**src/rtl/hazard_fwd_ctrl_if.sv**
```systemverilog
// Front-end / ID-stage bundle for the hazard and forwarding controller.
// The master side drives ID-stage decode info; the slave side returns the pipeline controls.
interface hazard_fwd_ctrl_if #(
  parameter int REG_AW = 5,
  parameter int CNT_W  = 16
);
  logic              id_valid;
  logic [REG_AW-1:0] rs1_id;
  logic [REG_AW-1:0] rs2_id;
  logic              rs1_used_id;
  logic              rs2_used_id;
  logic [REG_AW-1:0] rd_id;
  logic              reg_write_id;
  logic              mem_read_id;
  logic              branch_taken_ex;
  logic              stall_pc;
  logic              stall_if_id;
  logic              flush_if_id;
  logic              bubble_id_ex;
  logic [1:0]        fwd_a_ex;
  logic [1:0]        fwd_b_ex;
  logic [CNT_W-1:0]  stall_count;

  modport master (
    output id_valid, rs1_id, rs2_id, rs1_used_id, rs2_used_id,
           rd_id, reg_write_id, mem_read_id, branch_taken_ex,
    input  stall_pc, stall_if_id, flush_if_id, bubble_id_ex,
           fwd_a_ex, fwd_b_ex, stall_count
  );

  modport slave (
    input  id_valid, rs1_id, rs2_id, rs1_used_id, rs2_used_id,
           rd_id, reg_write_id, mem_read_id, branch_taken_ex,
    output stall_pc, stall_if_id, flush_if_id, bubble_id_ex,
           fwd_a_ex, fwd_b_ex, stall_count
  );
endinterface

```
**src/rtl/hazard_fwd_ctrl.sv**
```systemverilog
// Load-use stall / branch flush generator and registered EX-stage forwarding selectors,
// tracking in-flight destination registers alongside the ID/EX pipeline register.
module hazard_fwd_ctrl #(
  parameter int REG_AW       = 5,
  parameter int STALL_CYCLES = 1,
  parameter int CNT_W        = 16
) (
  input logic               clk,
  input logic               rst_n,
  hazard_fwd_ctrl_if.slave  bus
);

  typedef enum logic {IDLE, STALL} state_t;

  localparam bit         MULTI_STALL = (STALL_CYCLES > 1);
  localparam logic [3:0] CNT_INIT    = MULTI_STALL ? 4'(STALL_CYCLES - 2) : 4'd0;

  state_t            state;
  logic [3:0]        cnt;
  logic              ex_v;
  logic              ex_wr;
  logic              ex_ld;
  logic [REG_AW-1:0] ex_rd;
  logic              mem_wr;
  logic [REG_AW-1:0] mem_rd;
  logic [1:0]        fwd_a_q;
  logic [1:0]        fwd_b_q;
  logic [1:0]        fwd_a_nxt;
  logic [1:0]        fwd_b_nxt;
  logic [CNT_W-1:0]  stall_cnt_q;
  logic              hazard;
  logic              stall;
  logic              flush;
  logic              bubble;
  logic              issue;

  // The WB stage never feeds a forward, so only EX and MEM destinations are kept.
  always_comb begin
    hazard = bus.id_valid & ex_v & ex_ld & ex_wr &
             ((bus.rs1_used_id & (bus.rs1_id == ex_rd)) |
              (bus.rs2_used_id & (bus.rs2_id == ex_rd)));
    stall  = rst_n & ~bus.branch_taken_ex & (((state == IDLE) & hazard) | (state == STALL));
    flush  = rst_n & bus.branch_taken_ex;
    bubble = stall | flush;
    issue  = rst_n & bus.id_valid & ~bubble;
  end

  always_comb begin
    fwd_a_nxt = 2'b00;
    fwd_b_nxt = 2'b00;
    if (bus.rs1_used_id) begin
      if (ex_wr && ex_rd == bus.rs1_id)        fwd_a_nxt = 2'b01;
      else if (mem_wr && mem_rd == bus.rs1_id) fwd_a_nxt = 2'b10;
    end
    if (bus.rs2_used_id) begin
      if (ex_wr && ex_rd == bus.rs2_id)        fwd_b_nxt = 2'b01;
      else if (mem_wr && mem_rd == bus.rs2_id) fwd_b_nxt = 2'b10;
    end
  end

  always_ff @(posedge clk) begin
    if (!rst_n) begin
      state       <= IDLE;
      cnt         <= 4'd0;
      ex_v        <= 1'b0;
      ex_wr       <= 1'b0;
      ex_ld       <= 1'b0;
      ex_rd       <= '0;
      mem_wr      <= 1'b0;
      mem_rd      <= '0;
      fwd_a_q     <= 2'b00;
      fwd_b_q     <= 2'b00;
      stall_cnt_q <= '0;
    end else begin
      mem_wr <= ex_wr;
      mem_rd <= ex_rd;
      if (issue) begin
        ex_v    <= 1'b1;
        ex_rd   <= bus.rd_id;
        ex_wr   <= bus.reg_write_id & (bus.rd_id != '0);
        ex_ld   <= bus.mem_read_id;
        fwd_a_q <= fwd_a_nxt;
        fwd_b_q <= fwd_b_nxt;
      end else begin
        ex_v  <= 1'b0;
        ex_rd <= '0;
        ex_wr <= 1'b0;
        ex_ld <= 1'b0;
      end

      // A resolved branch kills any stall in progress.
      if (bus.branch_taken_ex) begin
        state <= IDLE;
        cnt   <= 4'd0;
      end else begin
        case (state)
          IDLE: begin
            if (hazard && MULTI_STALL) begin
              state <= STALL;
              cnt   <= CNT_INIT;
            end
          end
          STALL: begin
            if (cnt == 4'd0) state <= IDLE;
            else             cnt   <= cnt - 4'd1;
          end
          default: state <= IDLE;
        endcase
      end

      if (stall && stall_cnt_q != '1) stall_cnt_q <= stall_cnt_q + 1'b1;
    end
  end

  assign bus.stall_pc     = stall;
  assign bus.stall_if_id  = stall;
  assign bus.flush_if_id  = flush;
  assign bus.bubble_id_ex = bubble;
  assign bus.fwd_a_ex     = fwd_a_q;
  assign bus.fwd_b_ex     = fwd_b_q;
  assign bus.stall_count  = stall_cnt_q;

endmodule

```
**src/flat_wrapper.sv**
```systemverilog
// flat-port wrapper written by rule: the top's interface ports become plain ports
module hazard_fwd_ctrl_flat 
#(
  parameter int REG_AW       = 5,
  parameter int STALL_CYCLES = 1,
  parameter int CNT_W        = 16
)
  (clk, rst_n, bus_id_valid, bus_rs1_id, bus_rs2_id, bus_rs1_used_id, bus_rs2_used_id, bus_rd_id, bus_reg_write_id, bus_mem_read_id, bus_branch_taken_ex, bus_stall_pc, bus_stall_if_id, bus_flush_if_id, bus_bubble_id_ex, bus_fwd_a_ex, bus_fwd_b_ex, bus_stall_count);
  hazard_fwd_ctrl_if #(.REG_AW(REG_AW), .CNT_W(CNT_W)) bus_i ();
  input logic clk;
  input logic rst_n;
  input wire logic [$bits(bus_i.id_valid)-1:0] bus_id_valid;
  input wire logic [$bits(bus_i.rs1_id)-1:0] bus_rs1_id;
  input wire logic [$bits(bus_i.rs2_id)-1:0] bus_rs2_id;
  input wire logic [$bits(bus_i.rs1_used_id)-1:0] bus_rs1_used_id;
  input wire logic [$bits(bus_i.rs2_used_id)-1:0] bus_rs2_used_id;
  input wire logic [$bits(bus_i.rd_id)-1:0] bus_rd_id;
  input wire logic [$bits(bus_i.reg_write_id)-1:0] bus_reg_write_id;
  input wire logic [$bits(bus_i.mem_read_id)-1:0] bus_mem_read_id;
  input wire logic [$bits(bus_i.branch_taken_ex)-1:0] bus_branch_taken_ex;
  output wire logic [$bits(bus_i.stall_pc)-1:0] bus_stall_pc;
  output wire logic [$bits(bus_i.stall_if_id)-1:0] bus_stall_if_id;
  output wire logic [$bits(bus_i.flush_if_id)-1:0] bus_flush_if_id;
  output wire logic [$bits(bus_i.bubble_id_ex)-1:0] bus_bubble_id_ex;
  output wire logic [$bits(bus_i.fwd_a_ex)-1:0] bus_fwd_a_ex;
  output wire logic [$bits(bus_i.fwd_b_ex)-1:0] bus_fwd_b_ex;
  output wire logic [$bits(bus_i.stall_count)-1:0] bus_stall_count;
  assign bus_i.id_valid = bus_id_valid;
  assign bus_i.rs1_id = bus_rs1_id;
  assign bus_i.rs2_id = bus_rs2_id;
  assign bus_i.rs1_used_id = bus_rs1_used_id;
  assign bus_i.rs2_used_id = bus_rs2_used_id;
  assign bus_i.rd_id = bus_rd_id;
  assign bus_i.reg_write_id = bus_reg_write_id;
  assign bus_i.mem_read_id = bus_mem_read_id;
  assign bus_i.branch_taken_ex = bus_branch_taken_ex;
  assign bus_stall_pc = bus_i.stall_pc;
  assign bus_stall_if_id = bus_i.stall_if_id;
  assign bus_flush_if_id = bus_i.flush_if_id;
  assign bus_bubble_id_ex = bus_i.bubble_id_ex;
  assign bus_fwd_a_ex = bus_i.fwd_a_ex;
  assign bus_fwd_b_ex = bus_i.fwd_b_ex;
  assign bus_stall_count = bus_i.stall_count;
  hazard_fwd_ctrl #(.REG_AW(REG_AW), .STALL_CYCLES(STALL_CYCLES), .CNT_W(CNT_W)) u_core (.clk(clk), .rst_n(rst_n), .bus(bus_i));
endmodule
```
**config.mk**
```make
export PLATFORM = sky130hd
export DESIGN_NAME = hazard_fwd_ctrl_flat
export DESIGN_NICKNAME = d
export VERILOG_FILES = /design/src/rtl/hazard_fwd_ctrl_if.sv /design/src/rtl/hazard_fwd_ctrl.sv /design/src/flat_wrapper.sv
export SDC_FILE = /design/constraint.sdc
export NUM_CORES = 1
export LEC_CHECK = 0
export BUFFER_PORTS_ARGS = -buffer_cell sky130_fd_sc_hd__buf_4
export CORE_MARGIN = 2
export CORE_UTILIZATION = 36
export DETAILED_ROUTE_END_ITERATION = 8
export GPL_TIMING_DRIVEN = 0
export PLACE_DENSITY_LB_ADDON = 0.08
export SKIP_LAST_GASP = 1
export SYNTH_ARGS = -nofsm -noshare
export SYNTH_HDL_FRONTEND = slang
export SYNTH_SLANG_ARGS = --single-unit
```
**constraint.sdc**
```tcl
create_clock -name clk -period 1.75 [get_ports clk]
set_input_delay 0.35 -clock clk [delete_from_list [all_inputs] [get_ports clk]]
set_output_delay 0.35 -clock clk [all_outputs]
set_load 0.03 [all_outputs]
```
==> PnR_summary.wiki, run 1 <==
{| class="wikitable"
! Metric !! Value
|-
| Outcome || finished, violations left
|-
| Violated checks || setup timing
|-
| Post-Synthesis Cell Area || 1880 sq um
|-
| Biggest cell delay along the critical path || 370 ps
|-
| CTS tree || yes
|-
| Most area-hungry cell type in the Yosys netlist || sky130_fd_sc_hd__dfxtp_1
|-
| Buffers from clock root to sink, at most || 2
|-
| Count of endpoints failing setup in the final report || 29
|-
| Share of final-layout standard cells stronger than drive strength 1 || 0.394
|-
| Vias || 1686
|-
| Antenna diode instance count || 0
|-
| Post-DP HPWL || 3.31 mm
|-
| Global-route met3 utilization || 0.0462
|-
| Count of TritonRoute iterations in the first routing pass || 4
|-
| Net count of the finished layout || 308
|-
| Count of max-cap constraint violations || 0
|-
| Hold bufs inserted after CTS || 0
|-
| Most heavily used metal layer in global routing || met2
|-
| Number of levels the H-tree was split into || 2
|-
| Type of element capturing the critical path || output port
|-
| Floorplan die area || 5800 sq um
|-
| Max Fanout on Critical Path || 4
|-
| Critical path startpoint category || register
|-
| Total DRC errors in the routed layout || 0
|-
| Top area cells in the synthesized netlist || sky130_fd_sc_hd__dfxtp_1 (42%), sky130_fd_sc_hd__xnor2_1 (11%), sky130_fd_sc_hd__nand2_1 (6.2%)
|-
| Total instance count after detailed placement || 329
|-
| Setup slack of the most critical reg-to-reg path || -330 ps
|-
| Starting density of the core || 0.370
|-
| Highest achievable clock rate || 0.472 GHz
|-
| Clock edge transition at the registers on the reported setup and hold paths || 70 ps
|-
| Clock latency of the later-clocked register in the worst-skew pair || 300 ps
|-
| I/O pin cnt || 47
|-
| Number of clock sinks seen by CTS || 39
|-
| Endpoint of the worst-slack reg-to-reg timing path || u_core.bus.stall_count[5]$_SDFFE_PN0P_
|-
| Share of the yosys chip area belonging to registers || 0.416
|-
| Routing usage on met1 || 0.194
|-
| Fraction of met2 tracks used by global routing || 0.273
|-
| CTS buffer count || 5
|-
| Hold Crit Start || bus_rd_id[4]
|-
| Final worst slack || -368 ps
|-
| First-pass GRT wire length || 7.45 mm
|-
| Category of the most critical setup path || reg -> out
|-
| Synthesized netlist cell count || 214
|-
| Worst min path class || in -> reg
|-
| Final estimated routing congestion in global placement || 0.811
|-
| Number of hold-slack violations in the final timing report || 0
|-
| Commonest cells post-synth || sky130_fd_sc_hd__dfxtp_1 (39), sky130_fd_sc_hd__nand2_1 (31), sky130_fd_sc_hd__xnor2_1 (23)
|-
| Growth of design area from synthesis to finish || 45.6%
|-
| Vias per std cell || 4.76
|-
| Worst slack on hold paths || 268 ps
|-
| Peak ir drop on the vdd network || 345 uV
|-
| Reg-to-reg critical path startpoint || u_core.ex_rd[0]$_SDFF_PN0_
|-
| Final min period || 2120 ps
|-
| Crit path required time || 1400 ps
|-
| Synthesized Nets || 239
|-
| Number of enable-type register cells in the synthesized netlist || 0
|-
| Number of register bits inferred by synthesis || 39
|-
| Root buffer cell || sky130_fd_sc_hd__clkbuf_8
|-
| Worst slew margin relative to its limit || 0.637
|-
| Most frequent cell after synthesis || sky130_fd_sc_hd__dfxtp_1
|-
| Post-synthesis cell type count || 34
|-
| RSZ-0062 raised after global routing || yes
|-
| Final Skew || 13.2 ps
|-
| Total Power Consumption || 1.68 mW
|-
| Synth Warn # || 0
|-
| Largest net degree at the start of global routing || 13
|-
| Die Wd || 76.2 microns
|-
| Leakage || 1.12 nW
|-
| Worst EP arrival || 1770 ps
|-
| Average cell area after synthesis || 8.76 sq um
|-
| Number of standard cells in the final layout excluding fillers || 354
|-
| Worst slew pin tran || 545 ps
|-
| Cell count of the worst reg-to-reg path || 10
|-
| Number of port buffers || 45
|-
| Area of the core region || 5070 sq um
|-
| Slew Limit Fails || 0
|-
| Critical-path top delay cell || sky130_fd_sc_hd__dfxtp_2
|-
| Filler instances || 510
|-
| Portion of the clock cycle consumed by the worst path in the final layout || 1.21
|-
| Cell Pwr Density || 615 nW/um^2
|-
| Cell Chain, Critical Path || xnor2_2 -> nand4_1 -> or3_4 -> a21oi_4 -> or2_4 -> buf_6
|-
| Number of standard-cell rows in the floorplan || 26
|-
| Grt total ovfl || 0
|-
| Number of DRC markers in iteration 0 || 51
|-
| Initial antenna violation count || 0
|-
| Hold worst-path end || u_core.ex_rd[4]$_SDFF_PN0_
|-
| Hold path cells || 2
|-
| Fraction of registers with async set or reset after synthesis || 0
|-
| Post-synth top area share || 0.416
|-
| Global-route total usage across every layer || 0.160
|-
| Remaining antenna violation count || 0
|-
| Primary flip-flop cell chosen by synthesis mapping || sky130_fd_sc_hd__dfxtp_1
|-
| Vias in the first global route || 1581
|-
| Total detailed-routing wirelength || 4.62 mm
|-
| Pre-CTS WS || -437 ps
|-
| Die Height || 76.2 microns
|-
| WL/cell || 13.1 microns
|}
stage by stage:
| stage | cell area, sq um | setup TNS (ps) | utilization |
|---|---|---|---|
| 6_report | 2730 | -6070 | 0.538 |
| 3_5_place_dp | 2370 | -7700 | 0.468 |
| 4_1_cts | 2570 | -5070 | 0.506 |
| 5_1_grt | 2730 | -8100 | 0.538 |
| 2_1_floorplan | 1950 | -361 | - |
| 3_3_place_gp | 2370 | -7870 | 0.468 |
placed cells by master (no fill, tap or decap), drive strengths merged, types with 2 or more instances in the layout:
master and n:
a2111oi 2, a21oi 5, a31o 2, and2 14, and3 3, and4 3
buf 67, clkbuf 10, dfxtp 39, ha 2, inv 6, mux2i 8
nand2 31, nand2b 4, nand3 7, nand4 16, nor2 17, nor3 4
o21ai 6, or2 2, or3 2, xnor2 23, xor2 3
state kept, by name, indices dropped and copies added, names as in the netlist:
| register | flops |
|---|---|
| u_core.ex_v | 1 |
| u_core.cnt | 4 |
| u_core.ex_ld | 1 |
| u_core.ex_rd | 5 |
| u_core.bus.stall_count | 16 |
| u_core.mem_rd | 5 |
| u_core.ex_wr | 1 |
| u_core.bus.fwd_b_ex | 2 |
| u_core.bus.fwd_a_ex | 2 |
| u_core.mem_wr | 1 |
| u_core.state | 1 |
layout make-up:
type	instances	area, sq um	area share
buffer	6	45.0	0.0165
clock inverter	1	5.00	0.00183
timing repair buffer	64	538	0.197
clock buffer	7	86.3	0.0316
multi-input combinational	161	1140	0.417
tap	70	87.6	0.0321
sequential	39	807	0.295
inverter	6	22.5	0.00825
critical path, delay by kind of cell (launching register included):
kind | cells | cell delay, ps
AO/OA/AOI/OAI | 1 | 230
XOR/XNOR | 1 | 120
buffers and inverters | 1 | 120
flip-flops | 1 | 370
AND/OR/NAND/NOR | 3 | 650
kinds of logic (layout without fill, tap and decap cells):
family,after synthesis,after routing,synth area share
AND/OR/NAND/NOR,107,107,0.298
AO/OA/AOI/OAI,18,18,0.0754
adder cells (fa/ha/maj),2,2,0.0133
XOR/XNOR,26,26,0.121
multiplexers,8,8,0.0427
buffers and inverters,14,84,0.0327
flip-flops,39,39,0.416
power by group:
| group | switching (mW) | internal (mW) | leakage (nW) | total [mW] |
|---|---|---|---|---|
| Clock | 0.315 | 0.318 | 0.0482 | 0.634 |
| Sequential | 0.00703 | 0.889 | 0.323 | 0.896 |
| Combinational | 0.0693 | 0.0797 | 0.749 | 0.149 |
metal layers:
layer	vias to the layer above	part of all wire
met4	0	0.014
met2	45	0.50
met3	6	0.060
met5	-	0
met1	763	0.43
li1	872	-
repair_timing:
action | CTS | global route
pin swaps | 8 | 12
setup buffers | 9 | 9
endpoints found under the setup margin | 25 | 31
cloned | 0 | 1
gates resized for setup | 9 | 26
worst max path at each step:
| stage | slack [ps] | startpoint | endpoint | depth (start not counted) |
|---|---|---|---|---|
| after floorplan | -140 | u_core.ex_rd[4]$_SDFF_PN0_ | bus_bubble_id_ex | 5 |
| after global placement | -430 | rst_n | u_core.ex_wr$_SDFF_PN0_ | 6 |
| after detailed placement | -440 | rst_n | u_core.ex_wr$_SDFF_PN0_ | 6 |
| after CTS | -410 | u_core.ex_rd[0]$_SDFF_PN0_ | bus_stall_if_id | 6 |
| after global routing | -440 | u_core.ex_rd[0]$_SDFF_PN0_ | bus_bubble_id_ex | 6 |
| final | -370 | u_core.ex_rd[0]$_SDFF_PN0_ | bus_bubble_id_ex | 6 |
(Power assumes the default switching activity.)
==> run 2: changes to the inputs <==
--- a/config.mk
+++ b/config.mk
@@ -8,2 +8,3 @@
 export BUFFER_PORTS_ARGS = -buffer_cell sky130_fd_sc_hd__buf_4
+export CAP_MARGIN = 15
 export CORE_MARGIN = 2
==> constraint.sdc (replaced) <==
create_clock -name clk -period 1.75 [get_ports clk]
set_input_delay 0.175 -clock clk [delete_from_list [all_inputs] [get_ports clk]]
set_output_delay 0.175 -clock clk [all_outputs]
set_load 0.03 [all_outputs]
==> PnR_summary.wiki, run 2 (synthesis gave the netlist of run 1 again) <==
{| class="wikitable"
! Metric !! Value
|-
| Cell Pwr Density || 618 nW/um^2 (+0.58%)
|-
| Number of DRC markers in iteration 0 || 57 (+12%)
|-
| Number of standard cells in the final layout excluding fillers || 349 (-1.4%)
|-
| Area of the core region || 5070 sq um (unchanged)
|-
| Count of TritonRoute iterations in the first routing pass || 5 (+1)
|-
| Final estimated routing congestion in global placement || 0.779 (-3.9%)
|-
| Count of endpoints failing setup in the final report || 22 (-24%)
|-
| Reg-to-reg critical path startpoint || u_core.ex_rd[1]$_SDFF_PN0_
|-
| Final min period || 1960 ps (-160 ps)
|-
| Root buffer cell || sky130_fd_sc_hd__clkbuf_8
|-
| Starting density of the core || 0.370 (unchanged)
|-
| Most common cell after layout, fill and taps aside || sky130_fd_sc_hd__buf_4
|-
| Detailed-routing wirelength on met1 || 2.00 mm (+0.81%)
|-
| Worst slew pin tran || 662 ps (+117 ps)
|-
| Vias || 1678 (-0.47%)
|-
| Number of hold-slack violations in the final timing report || 0 (unchanged)
|-
| Number of clock sinks seen by CTS || 39 (unchanged)
|-
| Violated checks || setup timing
|-
| Max reg flops || 16 (unchanged)
|-
| Crit path required time || 1930 ps (+530 ps)
|-
| Initial antenna violation count || 0 (unchanged)
|-
| Hold bufs inserted after CTS || 0 (unchanged)
|-
| Depth of the critical timing path with buffers and inverters included || 7 (+1)
|-
| Hold Crit Start || bus_mem_read_id
|-
| Largest net degree at the start of global routing || 12 (-1)
|-
| Share of final-layout standard cells stronger than drive strength 1 || 0.369 (-0.0252)
|-
| Number of standard-cell rows in the floorplan || 26 (unchanged)
|-
| Grt total ovfl || 0 (unchanged)
|-
| Cell count of the worst reg-to-reg path || 7 (-3)
|-
| RSZ-0062 raised after global routing || yes
|-
| Number of buffer and inverter stages on the critical path || 1 (unchanged)
|-
| Vias in the first global route || 1605 (+1.5%)
|-
| CTS buffer count || 5 (unchanged)
|-
| Critical-path top delay cell || sky130_fd_sc_hd__a2111oi_1
|-
| Number of port buffers || 45 (unchanged)
|-
| Post-DP HPWL || 3.33 mm (+0.39%)
|-
| Highest achievable clock rate || 0.511 GHz (+8.2%)
|-
| Vias per std cell || 4.81 (+0.95%)
|-
| CTS tree || yes
|-
| Final worst slack || -208 ps (+160 ps)
|-
| Biggest cell delay along the critical path || 550 ps (+180 ps)
|-
| Slew Limit Fails || 0 (unchanged)
|-
| Hold path cells || 2 (unchanged)
|-
| Crit path launch || u_core.ex_rd[1]$_SDFF_PN0_
|-
| Cell Chain, Critical Path || xnor2_1 -> and4_1 -> a21oi_4 -> buf_4 -> a2111oi_1 -> xnor2_1 -> nor2_1
|-
| Critical path startpoint category || register
|-
| Top library cells by usage in the layout, fill and taps aside || sky130_fd_sc_hd__buf_4 (54), sky130_fd_sc_hd__dfxtp_1 (28), sky130_fd_sc_hd__nand2_1 (26)
|-
| Type of element capturing the critical path || register
|-
| Antenna diode instance count || 0 (unchanged)
|-
| Total DRC errors in the routed layout || 0 (unchanged)
|-
| Met3 wire len || 200 microns (-28%)
|-
| First-pass GRT wire length || 7.39 mm (-0.75%)
|-
| Total instance count after detailed placement || 329 (unchanged)
|-
| Peak ir drop on the vdd network || 371 uV (+7.5%)
|-
| Total detailed-routing wirelength || 4.51 mm (-2.4%)
|-
| Count of max-cap constraint violations || 0 (unchanged)
|-
| Die Wd || 76.2 microns (unchanged)
|-
| Outcome || finished, violations left
|-
| Clock latency of the later-clocked register in the worst-skew pair || 290 ps (about the same)
|-
| Total Power Consumption || 1.63 mW (-2.9%)
|-
| WL/cell || 12.9 microns (-1.0%)
|-
| Fin Setup TNS || -2720 ps (+3350 ps)
|-
| Global-route total usage across every layer || 0.159 (-0.000705)
|-
| Portion of the clock cycle consumed by the worst path in the final layout || 1.12 (-0.0916)
|-
| Number of levels the H-tree was split into || 2 (unchanged)
|-
| Top Metal Used || met4
|-
| Clock edge transition at the registers on the reported setup and hold paths || 80 ps (about the same)
|-
| Max Fanout on Critical Path || 3 (-1)
|-
| Metal2 WL || 2.27 mm (-1.0%)
|-
| Floorplan die area || 5800 sq um (unchanged)
|-
| Final Skew || 6.33 ps (-6.87 ps)
|-
| Worst slew margin relative to its limit || 0.559 (-0.0779)
|-
| Critical path's top delay family || compound AO/OA/AOI/OAI gates
|-
| I/O pin cnt || 47 (unchanged)
|-
| Buffers from clock root to sink, at most || 2 (unchanged)
|-
| Worst slack on hold paths || 81.6 ps (-186 ps)
|-
| Net count of the finished layout || 303 (-1.6%)
|-
| Die Height || 76.2 microns (unchanged)
|-
| Most numerous cell on the critical path || sky130_fd_sc_hd__xnor2_1
|-
| Worst min path class || in -> reg
|-
| Growth of design area from synthesis to finish || 40.6%
|-
| Leakage || 1.07 nW (-4.5%)
|-
| Remaining antenna violation count || 0 (unchanged)
|-
| Category of the most critical setup path || reg -> reg
|-
| Worst EP arrival || 2140 ps (+370 ps)
|}
==> run 2: what timing repair did <==
item | CTS | global route
buffers inserted | 9 | 3
resized for setup | 18 | 13
setup endpoints to repair | 28 | 30
pin swaps | 11 | 6
cloned | 1 | 0
==> run 2: stage by stage <==
| step | instance area (sq um) | utilization | setup WS (ps) |
|---|---|---|---|
| floorplan | 1910 | - | -79.9 |
| global placement | 2340 | 0.461 | -318 |
| detailed placement | 2340 | 0.461 | -317 |
| CTS | 2560 | 0.505 | -265 |
| global route | 2640 | 0.520 | -295 |
| finish | 2640 | 0.520 | -208 |
==> run 2: worst register-to-register path, cell delays in order, from the launching register on <==
cell and delay, ps:
sky130_fd_sc_hd__dfxtp_2 340, sky130_fd_sc_hd__xnor2_1 180, sky130_fd_sc_hd__and4_1 290, sky130_fd_sc_hd__a21oi_4 100, sky130_fd_sc_hd__buf_4 160, sky130_fd_sc_hd__a2111oi_1 550, sky130_fd_sc_hd__xnor2_1 180, sky130_fd_sc_hd__nor2_1 50
==> run 2: worst paths after layout <==
kind                                                   to  slack (ps)
setup / recovery  u_core.bus.stall_count[14]$_SDFFE_PN0P_        -210
setup reg to reg  u_core.bus.stall_count[14]$_SDFFE_PN0P_        -210
hold / removal                    u_core.ex_ld$_SDFF_PN0_          80
hold reg to reg       u_core.bus.fwd_a_ex[1]$_SDFFE_PN0P_         460
==> run 2: cell type report <==
cell class / count / area, sq um
inverters: 6 / 22.5
well taps: 70 / 87.6
multi-input cells: 161 / 1150
fillers: 513 / 2440
plain buffers: 8 / 45.0
clock inverters: 1 / 5.00
repair buffers: 57 / 447
flip-flops and latches: 39 / 805
clock buffers: 7 / 76.3
==> run 2: routing by layer <==
metal,global-route usage,up-vias
met1,0.186,770
met2,0.275,41
met5,0,-
li1,-,863
met4,0.0600,0
met3,0.0498,4
==> run 2: report_power, final <==
group,internal [mW],switching [mW]
sequential,0.889,0.00732
clock,0.280,0.316
combinational,0.0731,0.0650
total,1.24,0.388
